--- src/rtl/sfx_arbiter_if.sv ---
// Bundle between game logic / sound-effect players and the arbiter:
// play requests, start pulses, grant status and the per-player Pmod lines.
interface sfx_arbiter_if #(
    parameter int N_SRC = 4
);
    localparam int ID_W = $clog2(N_SRC);

    logic [N_SRC-1:0] req;
    logic [N_SRC-1:0] p1_in;
    logic [N_SRC-1:0] p2_in;
    logic [N_SRC-1:0] p4_in;
    logic [N_SRC-1:0] play;
    logic             busy;
    logic [ID_W-1:0]  cur_id;
    logic             pmod_1;
    logic             pmod_2;
    logic             pmod_4;

    modport master (
        output req, p1_in, p2_in, p4_in,
        input  play, busy, cur_id, pmod_1, pmod_2, pmod_4
    );

    modport slave (
        input  req, p1_in, p2_in, p4_in,
        output play, busy, cur_id, pmod_1, pmod_2, pmod_4
    );
endinterface

--- src/rtl/sfx_arbiter.sv ---
// Fixed-priority, pre-emptive arbiter sharing one Pmod audio output among
// N_SRC sound-effect players, with a request queue and a muted gap between clips.
module sfx_arbiter #(
    parameter int N_SRC      = 4,
    parameter int SFX_CYCLES = 100_000_000,
    parameter int GAP_CYCLES = 1_000_000,
    parameter int CNT_W      = 27
) (
    input  logic            clk,
    input  logic            rst,
    sfx_arbiter_if.slave    bus
);
    localparam int ID_W = $clog2(N_SRC);

    localparam logic [1:0] ST_IDLE = 2'd0;
    localparam logic [1:0] ST_PLAY = 2'd1;
    localparam logic [1:0] ST_GAP  = 2'd2;

    localparam logic [CNT_W-1:0] SFX_LOAD = CNT_W'(SFX_CYCLES - 1);
    localparam logic [CNT_W-1:0] GAP_LOAD = (GAP_CYCLES > 0) ? CNT_W'(GAP_CYCLES - 1) : '0;

    logic [1:0]       state_reg,  state_next;
    logic [N_SRC-1:0] pend_reg,   pend_next;
    logic [N_SRC-1:0] play_reg,   play_next;
    logic [ID_W-1:0]  cur_id_reg, cur_id_next;
    logic [CNT_W-1:0] cnt_reg,    cnt_next;

    logic [N_SRC-1:0] cur_onehot;
    logic [N_SRC-1:0] eff_req;
    logic [N_SRC-1:0] cand;
    logic [N_SRC:0]   seen;
    logic [N_SRC-1:0] win_onehot;
    logic [ID_W-1:0]  win_id;
    logic             cand_any;
    logic             grant_ok;

    // Lowest set index wins: a bit wins only if no lower bit is set.
    assign seen[0] = 1'b0;
    generate
        for (genvar gi = 0; gi < N_SRC; gi++) begin : g_prio
            assign cur_onehot[gi] = (cur_id_reg == ID_W'(gi));
            assign win_onehot[gi] = cand[gi] & ~seen[gi];
            assign seen[gi+1]     = seen[gi] | cand[gi];
        end
    endgenerate

    assign cand_any = seen[N_SRC];

    always_comb begin
        win_id = '0;
        for (int i = 0; i < N_SRC; i++) begin
            if (win_onehot[i]) win_id = win_id | ID_W'(i);
        end
    end

    // The source currently on air cannot queue a replay of itself.
    always_comb begin
        eff_req = bus.req;
        if (state_reg == ST_PLAY) eff_req = bus.req & ~cur_onehot;
    end

    assign cand = pend_reg | eff_req;

    always_comb begin
        state_next  = state_reg;
        pend_next   = cand;
        play_next   = '0;
        cur_id_next = cur_id_reg;
        cnt_next    = cnt_reg;
        grant_ok    = 1'b0;

        case (state_reg)
            ST_IDLE: grant_ok = 1'b1;
            ST_PLAY: begin
                if (cand_any && (win_id < cur_id_reg)) begin
                    grant_ok = 1'b1;
                end else if (cnt_reg == '0) begin
                    if (GAP_CYCLES > 0) begin
                        state_next = ST_GAP;
                        cnt_next   = GAP_LOAD;
                    end else begin
                        state_next = ST_IDLE;
                        grant_ok   = 1'b1;
                    end
                end else begin
                    cnt_next = cnt_reg - 1'b1;
                end
            end
            ST_GAP: begin
                if (cnt_reg == '0) begin
                    state_next = ST_IDLE;
                    grant_ok   = 1'b1;
                end else begin
                    cnt_next = cnt_reg - 1'b1;
                end
            end
            default: state_next = ST_IDLE;
        endcase

        // A pre-empted source is simply overwritten; its pend bit is already clear.
        if (grant_ok && cand_any) begin
            state_next  = ST_PLAY;
            cur_id_next = win_id;
            play_next   = win_onehot;
            cnt_next    = SFX_LOAD;
            pend_next   = cand & ~win_onehot;
        end
    end

    always_ff @(posedge clk) begin
        if (!rst) begin
            state_reg  <= ST_IDLE;
            pend_reg   <= '0;
            play_reg   <= '0;
            cur_id_reg <= '0;
            cnt_reg    <= '0;
        end else begin
            state_reg  <= state_next;
            pend_reg   <= pend_next;
            play_reg   <= play_next;
            cur_id_reg <= cur_id_next;
            cnt_reg    <= cnt_next;
        end
    end

    assign bus.play   = play_reg;
    assign bus.busy   = (state_reg == ST_PLAY);
    assign bus.cur_id = cur_id_reg;

    // Outside PLAY the amplifier is held in shutdown.
    assign bus.pmod_1 = bus.busy ? bus.p1_in[cur_id_reg] : 1'b0;
    assign bus.pmod_2 = bus.busy ? bus.p2_in[cur_id_reg] : 1'b0;
    assign bus.pmod_4 = bus.busy ? bus.p4_in[cur_id_reg] : 1'b0;
endmodule

--- src/flat_wrapper.sv ---
// flat-port wrapper written by rule: the top's interface ports become plain ports
module sfx_arbiter_flat 
#(
    parameter int N_SRC      = 4,
    parameter int SFX_CYCLES = 100_000_000,
    parameter int GAP_CYCLES = 1_000_000,
    parameter int CNT_W      = 27
)
  (clk, rst, bus_req, bus_p1_in, bus_p2_in, bus_p4_in, bus_play, bus_busy, bus_cur_id, bus_pmod_1, bus_pmod_2, bus_pmod_4);
  sfx_arbiter_if #(.N_SRC(N_SRC)) bus_i ();
  input  logic clk;
  input  logic rst;
  input wire logic [$bits(bus_i.req)-1:0] bus_req;
  input wire logic [$bits(bus_i.p1_in)-1:0] bus_p1_in;
  input wire logic [$bits(bus_i.p2_in)-1:0] bus_p2_in;
  input wire logic [$bits(bus_i.p4_in)-1:0] bus_p4_in;
  output wire logic [$bits(bus_i.play)-1:0] bus_play;
  output wire logic [$bits(bus_i.busy)-1:0] bus_busy;
  output wire logic [$bits(bus_i.cur_id)-1:0] bus_cur_id;
  output wire logic [$bits(bus_i.pmod_1)-1:0] bus_pmod_1;
  output wire logic [$bits(bus_i.pmod_2)-1:0] bus_pmod_2;
  output wire logic [$bits(bus_i.pmod_4)-1:0] bus_pmod_4;
  assign bus_i.req = bus_req;
  assign bus_i.p1_in = bus_p1_in;
  assign bus_i.p2_in = bus_p2_in;
  assign bus_i.p4_in = bus_p4_in;
  assign bus_play = bus_i.play;
  assign bus_busy = bus_i.busy;
  assign bus_cur_id = bus_i.cur_id;
  assign bus_pmod_1 = bus_i.pmod_1;
  assign bus_pmod_2 = bus_i.pmod_2;
  assign bus_pmod_4 = bus_i.pmod_4;
  sfx_arbiter #(.N_SRC(N_SRC), .SFX_CYCLES(SFX_CYCLES), .GAP_CYCLES(GAP_CYCLES), .CNT_W(CNT_W)) u_core (.clk(clk), .rst(rst), .bus(bus_i));
endmodule
--- config.mk ---
export PLATFORM = sky130hd
export DESIGN_NAME = sfx_arbiter_flat
export DESIGN_NICKNAME = d
export VERILOG_FILES = /design/src/rtl/sfx_arbiter_if.sv /design/src/rtl/sfx_arbiter.sv /design/src/flat_wrapper.sv
export SDC_FILE = /design/constraint.sdc
export NUM_CORES = 1
export LEC_CHECK = 0
export ABC_AREA = 1
export BUFFER_PORTS_ARGS = -buffer_cell sky130_fd_sc_hd__buf_2
export CAP_MARGIN = 20
export CORE_ASPECT_RATIO = 1.1
export CORE_MARGIN = 2
export CORE_UTILIZATION = 53
export CTS_CLUSTER_DIAMETER = 150
export CTS_CLUSTER_SIZE = 14
export DETAILED_ROUTE_END_ITERATION = 10
export PLACE_DENSITY = 0.76
export REMOVE_ABC_BUFFERS = 1
export SLEW_MARGIN = 25
export SYNTH_ARGS = -nofsm -noshare
export SYNTH_HDL_FRONTEND = slang
export SYNTH_SLANG_ARGS = --single-unit
--- constraint.sdc ---
create_clock -name clk -period 2.48 [get_ports clk]
set_clock_uncertainty 0.1 [all_clocks]
set_input_delay 0.248 -clock clk [delete_from_list [all_inputs] [get_ports clk]]
set_output_delay 0.248 -clock clk [all_outputs]
set_load 0.005 [all_outputs]
==> reports/metrics.cfg, run 1 <==
[status]
outcome = complete, no violations

[route]
first_pass_iters = 7
viasPerCell = 5.52
num_vias = 2734
drcViolationCount = 0
wl_per_cell_um = 14.1
ant_nets = 0
drtIter0Drc = 217
drt_wl_total_um = 6970

[cells_and_area]
post-route-util_pct = 67.2
area_growth_pct = 21.7
nFillCells = 417
diodes = 0
largest_register_ffs = 27
final-seq-area_um2 = 783
final_common_cell = nand2_1
multiInputGateArea_mm2 = 0.00162
fin_nets = 462
stdcell_area_mm2 = 0.00313
final_cell_mix = nand2_1, nor2_1, inv_1
stdcell_count = 495
drive_above_1_share_pct = 20.7

[synthesis]
yosysSeqAreaShare_pct = 30.4
synth_edf_count = 0
ys.flop_type = dfxtp_1
synth_area_leaders = dfxtp_1, nand2_1, inv_1
synth_area_per_cell_um2 = 6.61
yosys.area.top_type = dfxtp_1
synthCells = 389
synth-async-reset-ratio_pct = 0
syn_area_mm2 = 0.00257
synth.top_cell.area_share_pct = 30.4
ys_warn_count = 0
ys_types = 36
ys_ff_latch = 39

[power]
p_seq_share_pct = 28.4
p_per_area_mw_per_mm2 = 1210
ir_worst_vdd_mv = 0.873
p_int_uw = 2020
pwr-share-clk_pct = 11.0
swShare_pct = 46.4
p_leak_uw = 0.00152
comb_power_share_pct = 60.7
p_sw_uw = 1750

[sta]
fin_crit_sh_pct = 95.5
period_needed_ns = 2.37
setup_viol = 0
holdWs_ns = 0.223
clock.fmax_mhz = 422
maxSlewHeadroom_pct = 59.8
fin_tns_setup_ns = 0
hold_violations = 0
drv_slew = 0
tightest_slew_ns = 0.600
rsz0062_at_grt = yes

[die]
die-area_mm2 = 0.00543
initial_core_util_pct = 55.3
num_rows = 26
die_w_um = 70.4
die_h_um = 77.1
core_mm2 = 0.00465
pin_count = 28

[placed_design]
gp_congestion = 0.890
dp.final_hpwl_um = 4860
buffer_ports.inserted = 27
place_area_mm2 = 0.00287
dp_cells = 481

[clock_tree]
clk_latency_ns = 0.29
clk_pin_slew_worst_paths_ns = 0.07
numCtsBuffers = 5
cts_tree = yes
clock_sinks = 39
ctsLongestPathBuffers = 2
cts_max_level = 2
cts_root_buf = clkbuf_8

[global_routing]
grt_max_degree = 38
antenna_found_initial = 0
overflow = 0
grt_pass1_wl_um = 11000
grt_pass1_vias = 2497
grt.total_usage_pct = 25.0

[worst_setup_path]
startpoint_type = flip-flop
crit_required_ns = 2.56
arrival_ns = 2.45
cp-end-kind = flip-flop
cp_max_fo = 18
crit_type = reg -> reg

[hold_path]
hold_class = in -> reg

[flow_run]
drv_cap = 0

[worst paths after layout]
check / endpoint / depth (start not counted) / startpoint / slack (ns)
min: u_core.cnt_reg[22] / 3 / rst / 0.22
min reg2reg: u_core.cnt_reg[11] / 2 / u_core.cnt_reg[11] / 0.43
max: u_core.cnt_reg[22] / 18 / u_core.state_reg[1] / 0.11
max reg2reg: u_core.cnt_reg[22] / 18 / u_core.state_reg[1] / 0.11
[layout make-up]
| class | count | area share, % |
|---|---|---|
| Clock buffer | 7 | 2.44 |
| Clock inverter | 1 | 0.160 |
| Inverter | 51 | 6.12 |
| Multi-Input combinational cell | 290 | 51.8 |
| Sequential cell | 39 | 25.0 |
| Tap cell | 56 | 2.24 |
| Timing Repair Buffer | 51 | 12.2 |
[what timing repair did]
| item | in CTS | in global routing |
|---|---|---|
| pin swaps | 0 | 3 |
| buffers inserted | 0 | 3 |
| cloned | 0 | 3 |
| hold buffers | 0 | 0 |
| setup endpoints to repair | 14 | 37 |
| resized for setup | 2 | 33 |
[worst max-delay path, cell delays in order (launching register included)]
cell       delay (ns)
dfxtp_2          0.33
inv_2            0.08
ha_4             0.20
nand3_4          0.09
nand2_2          0.07
nand2_2          0.07
nor2_4           0.12
a21boi_4         0.18
ha_2             0.18
nor2_1           0.04
nand2_1          0.05
inv_1            0.06
nand2_4          0.10
nand3_4          0.14
clkbuf_16        0.22
nand2_1          0.07
o21ai_1          0.06
nand2_1          0.05
nand2_1          0.04
[layer usage]
layer  vias to the layer above  global-route usage [%]  share of wire (%)
met2                       117                    41.1                 48
li1                       1355                       -                  -
met1                      1233                    31.1                 40
met4                         0                    12.9                4.3
met3                        29                    4.34                7.9
met5                         -                       0                  0
[power by group through the flow]
stage / Combinational, uW / Clock, uW / Sequential [uW]
floorplan: 1350 / 0 / 1020
global route: 2570 / 459 / 1090
finish: 2290 / 413 / 1070
CTS: 1890 / 426 / 1050
detailed placement: 1870 / 0 / 1060
global placement: 1840 / 0 / 1060
[synthesized netlist by cell type, types with 3 or more instances]
master,count
o21bai_1,4
nand4_1,5
o21ai_1,16
ha_1,6
nand2_1,93
inv_1,49
nand3_2,3
nand3_1,26
a22oi_1,3
xnor2_1,5
xor2_1,13
clkbuf_1,3
o221ai_1,3
a21oi_1,24
dfxtp_1,39
nor2_1,49
nor3_1,3
o21ai_0,21
[kinds of logic (layout without fill, tap and decap cells)]
| logic type | count (synthesis) | in the layout | share of synthesized area (%) |
|---|---|---|---|
| fa+ha+maj | 6 | 6 | 2.92 |
| compound gates | 75 | 75 | 16.5 |
| simple gates | 191 | 191 | 34.3 |
| xor+xnor | 18 | 18 | 6.13 |
| flops | 39 | 39 | 30.4 |
| buf+inv | 60 | 110 | 9.73 |
[stage by stage]
stage / total power [uW] / worst slack, ns
after CTS: 3370 / 0.0676
after global routing: 4120 / -0.0392
final: 3770 / 0.111
after floorplan: 2370 / -0.0837
after detailed placement: 2940 / -0.0259
after global placement: 2890 / 0.0824
Power figures use the tool's default switching activity.
==> run 2: changes to the inputs <==
REMOVE_ABC_BUFFERS = unset   (was 1)
==> run 2 against run 1 <==
Combinational power fell by 8%. Cell count shrank 0.40%. Routed wire length down 3.7%. Critical path depth fell by 3.
==> reports/metrics.cfg, run 2 (synthesized netlist as in run 1, its figures left out) <==
[placed_design]
dp_cells = 483  ; was 481
buffer_ports.inserted = 27  ; unchanged
dp.final_hpwl_um = 4810  ; was 4860 um
gp_congestion = 0.903  ; was 0.890

[clock_tree]
cts_max_level = 2  ; unchanged
clock_sinks = 39  ; unchanged
ctsLongestPathBuffers = 2  ; unchanged
clk_latency_ns = 0.29  ; about the same
cts_tree = yes  ; unchanged
numCtsBuffers = 5  ; unchanged
clk_pin_slew_worst_paths_ns = 0.07  ; about the same
cts_root_buf = clkbuf_8  ; unchanged

[route]
drt_wl_total_um = 6710  ; was 6970 um
num_vias = 2684  ; was 2734
wl_met1_um = 2990  ; was 2750 um
wl_met2_um = 3280  ; was 3360 um
dr_wl_met3_um = 307  ; was 552 um
wl_per_cell_um = 13.6  ; was 14.1 um
ant_nets = 0  ; unchanged
top_layer_used = met4  ; unchanged
viasPerCell = 5.44  ; was 5.52
drtIter0Drc = 126  ; was 217
first_pass_iters = 4  ; was 7
drcViolationCount = 0  ; unchanged

[cells_and_area]
area_growth_pct = 19.3  ; was 21.7%
nFillCells = 412  ; was 417
largest_register_ffs = 27  ; unchanged
stdcell_count = 493  ; was 495
diodes = 0  ; unchanged
final_cell_mix = nand2_1, inv_1, nor2_1  ; was nand2_1, nor2_1, inv_1
drive_above_1_share_pct = 18.5  ; was 20.7%
fin_nets = 461  ; was 462
final_common_cell = nand2_1  ; unchanged

[global_routing]
grt.total_usage_pct = 24.9  ; was 25.0%
grt_pass1_wl_um = 11000  ; about the same
overflow = 0  ; unchanged
antenna_found_initial = 0  ; unchanged
grt_max_degree = 38  ; unchanged
grt_pass1_vias = 2384  ; was 2497

[sta]
fin_tns_setup_ns = 0  ; unchanged
setup_viol = 0  ; unchanged
fin_crit_sh_pct = 94.7  ; was 95.5%
hold_violations = 0  ; unchanged
clock.fmax_mhz = 426  ; was 422 MHz
period_needed_ns = 2.35  ; was 2.37 ns
holdWs_ns = 0.238  ; was 0.223 ns
tightest_slew_ns = 0.529  ; was 0.600 ns
drv_slew = 0  ; unchanged
maxSlewHeadroom_pct = 64.5  ; was 59.8%

[worst_setup_path]
startpoint_type = flip-flop  ; unchanged
slowest_stage = dfxtp_1  ; was dfxtp_2
slowest_delay_ns = 0.38  ; was 0.33 ns
cp_max_fo = 18  ; unchanged
cp-end-kind = flip-flop  ; unchanged
crit_type = reg -> reg  ; unchanged
crit_required_ns = 2.54  ; was 2.56 ns
arrival_ns = 2.41  ; was 2.45 ns
crit_family = simple AND/OR/NAND/NOR gates  ; unchanged
cp_cell_sequence = ha_4 -> nand3_1 -> nand2_1 -> nand2_1 -> nor2_2 -> a21boi_2 -> ha_1 -> nor2_1 -> nand2_1 -> inv_1 -> nand2_4 -> nand3_4 -> clkbuf_16 -> o21ai_0 -> o21ai_0  ; was inv_2 -> ha_4 -> nand3_4 -> nand2_2 -> nand2_2 -> nor2_4 -> a21boi_4 -> ha_2 -> nor2_1 -> nand2_1 -> inv_1 -> nand2_4 -> nand3_4 -> clkbuf_16 -> nand2_1 -> o21ai_1 -> nand2_1 -> nand2_1
cpMostUsedCell = nand2_1  ; unchanged
timing.critical_path.buf_inv = 2  ; was 3

[die]
die-area_mm2 = 0.00543  ; unchanged
num_rows = 26  ; unchanged
die_w_um = 70.4  ; unchanged
initial_core_util_pct = 55.3  ; unchanged
pin_count = 28  ; unchanged
core_mm2 = 0.00465  ; unchanged
die_h_um = 77.1  ; unchanged

[power]
ir_worst_vdd_mv = 0.704  ; was 0.873 mV
p_per_area_mw_per_mm2 = 1170  ; was 1210 mW/mm^2
p_leak_uw = 0.00150  ; was 0.00152 uW

[synthesis]
syn_nets = 413

[hold_path]
hold_class = in -> reg  ; unchanged

[status]
outcome = complete, no violations  ; unchanged

[flow_run]
drv_cap = 0  ; unchanged

[run 2: final timing paths]
kind | start | end | slack (ns) | cells past startpoint
worst min-delay path | rst | u_core.cnt_reg[23] | 0.24 | 3
worst min register to register | u_core.cnt_reg[10] | u_core.cnt_reg[10] | 0.42 | 2
worst max register to register | u_core.state_reg[0] | u_core.cnt_reg[4] | 0.13 | 15
worst max-delay path | u_core.state_reg[0] | u_core.cnt_reg[4] | 0.13 | 15
[run 2: per-stage QoR]
stage                     util, %  setup slack, ns  power [uW]  area [um^2]
after floorplan                 -           0.0261        2460         2570
after global placement       62.2            0.121        2920         2890
after detailed placement     62.2          -0.0188        2970         2890
after CTS                    64.2           0.0189        3430         2990
after global routing         65.9          -0.0279        3950         3070
final                        65.9            0.132        3600         3070
[run 2: power breakdown]
part	total (uW)	internal, uW	switching [uW]
registers	1060	854	206
logic	2100	855	1240
clock network	439	218	221
[run 2: per-layer routing]
| layer | global-route usage [%] | up-vias |
|---|---|---|
| met1 | 32.1 | 1248 |
| met2 | 42.0 | 73 |
| met5 | 0 | - |
| met4 | 8.08 | 0 |
| li1 | - | 1348 |
| met3 | 4.20 | 15 |
[run 2: final cells by class]
| class | count | area (um^2) | area share [%] |
|---|---|---|---|
| clock buffers | 6 | 82.6 | 2.69 |
| flip-flops and latches | 39 | 781 | 25.4 |
| repair buffers | 50 | 350 | 11.4 |
| inverters | 51 | 191 | 6.24 |
| clock inverters | 1 | 5.00 | 0.163 |
| multi-input cells | 290 | 1590 | 51.8 |
| well taps | 56 | 70.1 | 2.28 |
[run 2: tightest hold or removal path: cells and delay by family]
kind | cells | cell delay [ns]
buffers and inverters | 1 | 0.19
AND/OR/NAND/NOR | 2 | 0.14
[run 2: what timing repair did]
item                                   CTS  global route
buffers inserted                         0             2
pin swaps                                0             1
gates cloned                             0             1
hold buffers                             0             0
setup endpoints to repair               18            37
endpoints found under the hold margin    0             0
resized for setup                        3            11
==> run 3: changes to the inputs <==
PLACE_DENSITY = unset   (was 0.76)
PLACE_DENSITY_LB_ADDON = 0.25   (was unset)
==> run 3 against run 2 <==
Combinational power grew 3%. Critical path depth is the same. Clock power grew 24%. Flip-flop and latch count is the same. First-iteration DRC count shrank 1.6%. Count of clock-buffer cells in the layout shrank 1. Via count grew 0.15%. Die area is the same. Non-clock buffer count grew 3. Core utilization grew 1.9 points. Global-route usage is essentially flat. Critical path type unchanged. Largest cell class unchanged.
==> reports/metrics.cfg, run 3 (synthesized netlist as in run 1, its figures left out) <==
[status]
outcome = complete, no violations  ; unchanged

[placed_design]
buffer_ports.inserted = 27  ; unchanged
gp_congestion = 0.893  ; was 0.903
dp_cells = 480  ; was 483
dp.final_hpwl_um = 4680  ; was 4810 um

[synthesis]
syn_nets = 413  ; unchanged

[route]
first_pass_iters = 5  ; was 4
num_vias = 2688  ; was 2684
drt_wl_total_um = 6960  ; was 6710 um
drtIter0Drc = 124  ; was 126
ant_nets = 0  ; unchanged
wl_per_cell_um = 13.9  ; was 13.6 um
viasPerCell = 5.38  ; was 5.44
drcViolationCount = 0  ; unchanged

[global_routing]
grt_pass1_vias = 2458  ; was 2384
grt_max_degree = 24  ; was 38
overflow = 0  ; unchanged
antenna_found_initial = 0  ; unchanged
grt.total_usage_pct = 24.9  ; about the same
grt_pass1_wl_um = 10800  ; was 11000 um

[power]
p_int_uw = 1980  ; was 1930 uW
p_sw_uw = 1800  ; was 1670 uW
ir_worst_vdd_mv = 0.690  ; was 0.704 mV
p_per_area_mw_per_mm2 = 1200  ; was 1170 mW/mm^2
p_seq_share_pct = 28.4  ; was 29.5%
swShare_pct = 47.5  ; was 46.4%
p_leak_uw = 0.00153  ; was 0.00150 uW
comb_power_share_pct = 57.2  ; was 58.3%
pwr-share-clk_pct = 14.4  ; was 12.2%

[clock_tree]
numCtsBuffers = 5  ; unchanged
ctsLongestPathBuffers = 2  ; unchanged
cts_tree = yes  ; unchanged
clock_sinks = 39  ; unchanged
cts_max_level = 2  ; unchanged
clk_latency_ns = 0.30  ; was 0.29 ns
cts_root_buf = clkbuf_8  ; unchanged
cts_hold_buf = 0  ; unchanged
clk_pin_slew_worst_paths_ns = 0.08  ; was 0.07 ns

[die]
die_w_um = 70.4  ; unchanged
num_rows = 26  ; unchanged
die_h_um = 77.1  ; unchanged
die-area_mm2 = 0.00543  ; unchanged
initial_core_util_pct = 55.3  ; unchanged
core_mm2 = 0.00465  ; unchanged
pin_count = 28  ; unchanged

[hold_path]
hp-start = rst  ; unchanged
hold_class = in -> reg  ; unchanged

[worst_setup_path]
crit_type = reg -> reg  ; unchanged
cp-end-kind = flip-flop  ; unchanged
r2r-start = u_core.state_reg[0]  ; unchanged
arrival_ns = 2.57  ; was 2.41 ns
setup.worst_path.start = u_core.state_reg[0]  ; unchanged
cp_max_fo = 9  ; was 18
startpoint_type = flip-flop  ; unchanged
crit_required_ns = 2.63  ; was 2.54 ns

[cells_and_area]
stdcell_count = 500  ; was 493
diodes = 0  ; unchanged
area_growth_pct = 22.8  ; was 19.3%
final_cell_mix = nand2_1, nor2_1, inv_1  ; was nand2_1, inv_1, nor2_1
final_common_cell = nand2_1  ; unchanged
drive_above_1_share_pct = 20.3  ; was 18.5%
largest_register_ffs = 27  ; unchanged
fin_nets = 467  ; was 461
post-route-util_pct = 67.9  ; was 65.9%
nFillCells = 377  ; was 412

[sta]
clock.fmax_mhz = 414  ; was 426 MHz
drv_slew = 0  ; unchanged
period_needed_ns = 2.42  ; was 2.35 ns
fin_crit_sh_pct = 97.4  ; was 94.7%
maxSlewHeadroom_pct = 60.3  ; was 64.5%
holdWs_ns = 0.221  ; was 0.238 ns
tightest_slew_ns = 0.592  ; was 0.529 ns
hold_violations = 0  ; unchanged
setup_viol = 0  ; unchanged

[flow_run]
drv_cap = 0  ; unchanged

run 3: path summary, 6_finish.rpt:
| path | end | slack (ns) | cells after the start |
|---|---|---|---|
| hold / removal | u_core.cnt_reg[22] | 0.22 | 3 |
| hold reg to reg | u_core.cnt_reg[10] | 0.42 | 2 |
| setup reg to reg | u_core.cnt_reg[23] | 0.06 | 15 |
| setup / recovery | u_core.cnt_reg[23] | 0.06 | 15 |
run 3: critical path, cell delays in order, from the launching register on:
cell	delay (ns)
dfxtp_1	0.40
ha_4	0.19
nand3_1	0.11
nand2_1	0.07
nand2_1	0.06
nor2_2	0.14
a21boi_2	0.19
ha_1	0.16
nor2_1	0.05
nand2_1	0.07
inv_2	0.06
nand2_8	0.11
nand3_2	0.24
o21ai_1	0.27
nand2_1	0.09
nand2_1	0.06
run 3: area by class of cell:
class | instances | area (um^2) | share of cell area [%]
clock buffer | 5 | 68.8 | 2.18
multi-input combinational | 293 | 1640 | 51.8
sequential | 39 | 782 | 24.8
tap | 56 | 70.1 | 2.22
inverter | 51 | 191 | 6.06
timing repair buffer | 53 | 364 | 11.5
clock inverter | 3 | 43.8 | 1.39
run 3: stage by stage:
step | cell area [um^2] | setup slack, ns | total power, uW | TNS [ns]
finish | 3160 | 0.0639 | 3780 | 0
global route | 3160 | -0.0475 | 4080 | -0.0692
CTS | 2990 | 0.0420 | 3510 | 0
detailed placement | 2860 | -0.118 | 2910 | -1.67
global placement | 2860 | 0.00155 | 2870 | 0
floorplan | 2570 | 0.0261 | 2460 | 0
run 3: what timing repair did:
item	in CTS	in global routing
pin swaps	0	5
endpoints found under the hold margin	0	0
resized for setup	3	15
setup endpoints to repair	30	36
buffers inserted	0	7
gates cloned	1	4
run 3: power by group through the flow:
stage	logic, uW	clock network, uW	registers (uW)
6_report	2160	543	1080
2_1_floorplan	1440	0	1020
4_1_cts	1900	551	1060
5_1_grt	2400	582	1090
3_3_place_gp	1800	0	1060
3_5_place_dp	1850	0	1060
run 3: routing by layer:
| metal | up-vias | share of wire, % | global-route usage [%] |
|---|---|---|---|
| li1 | 1373 | - | - |
| met1 | 1197 | 42 | 28.7 |
| met2 | 87 | 48 | 42.8 |
| met3 | 31 | 5.4 | 5.12 |
| met4 | 0 | 4.4 | 13.3 |
| met5 | - | 0 | 0 |
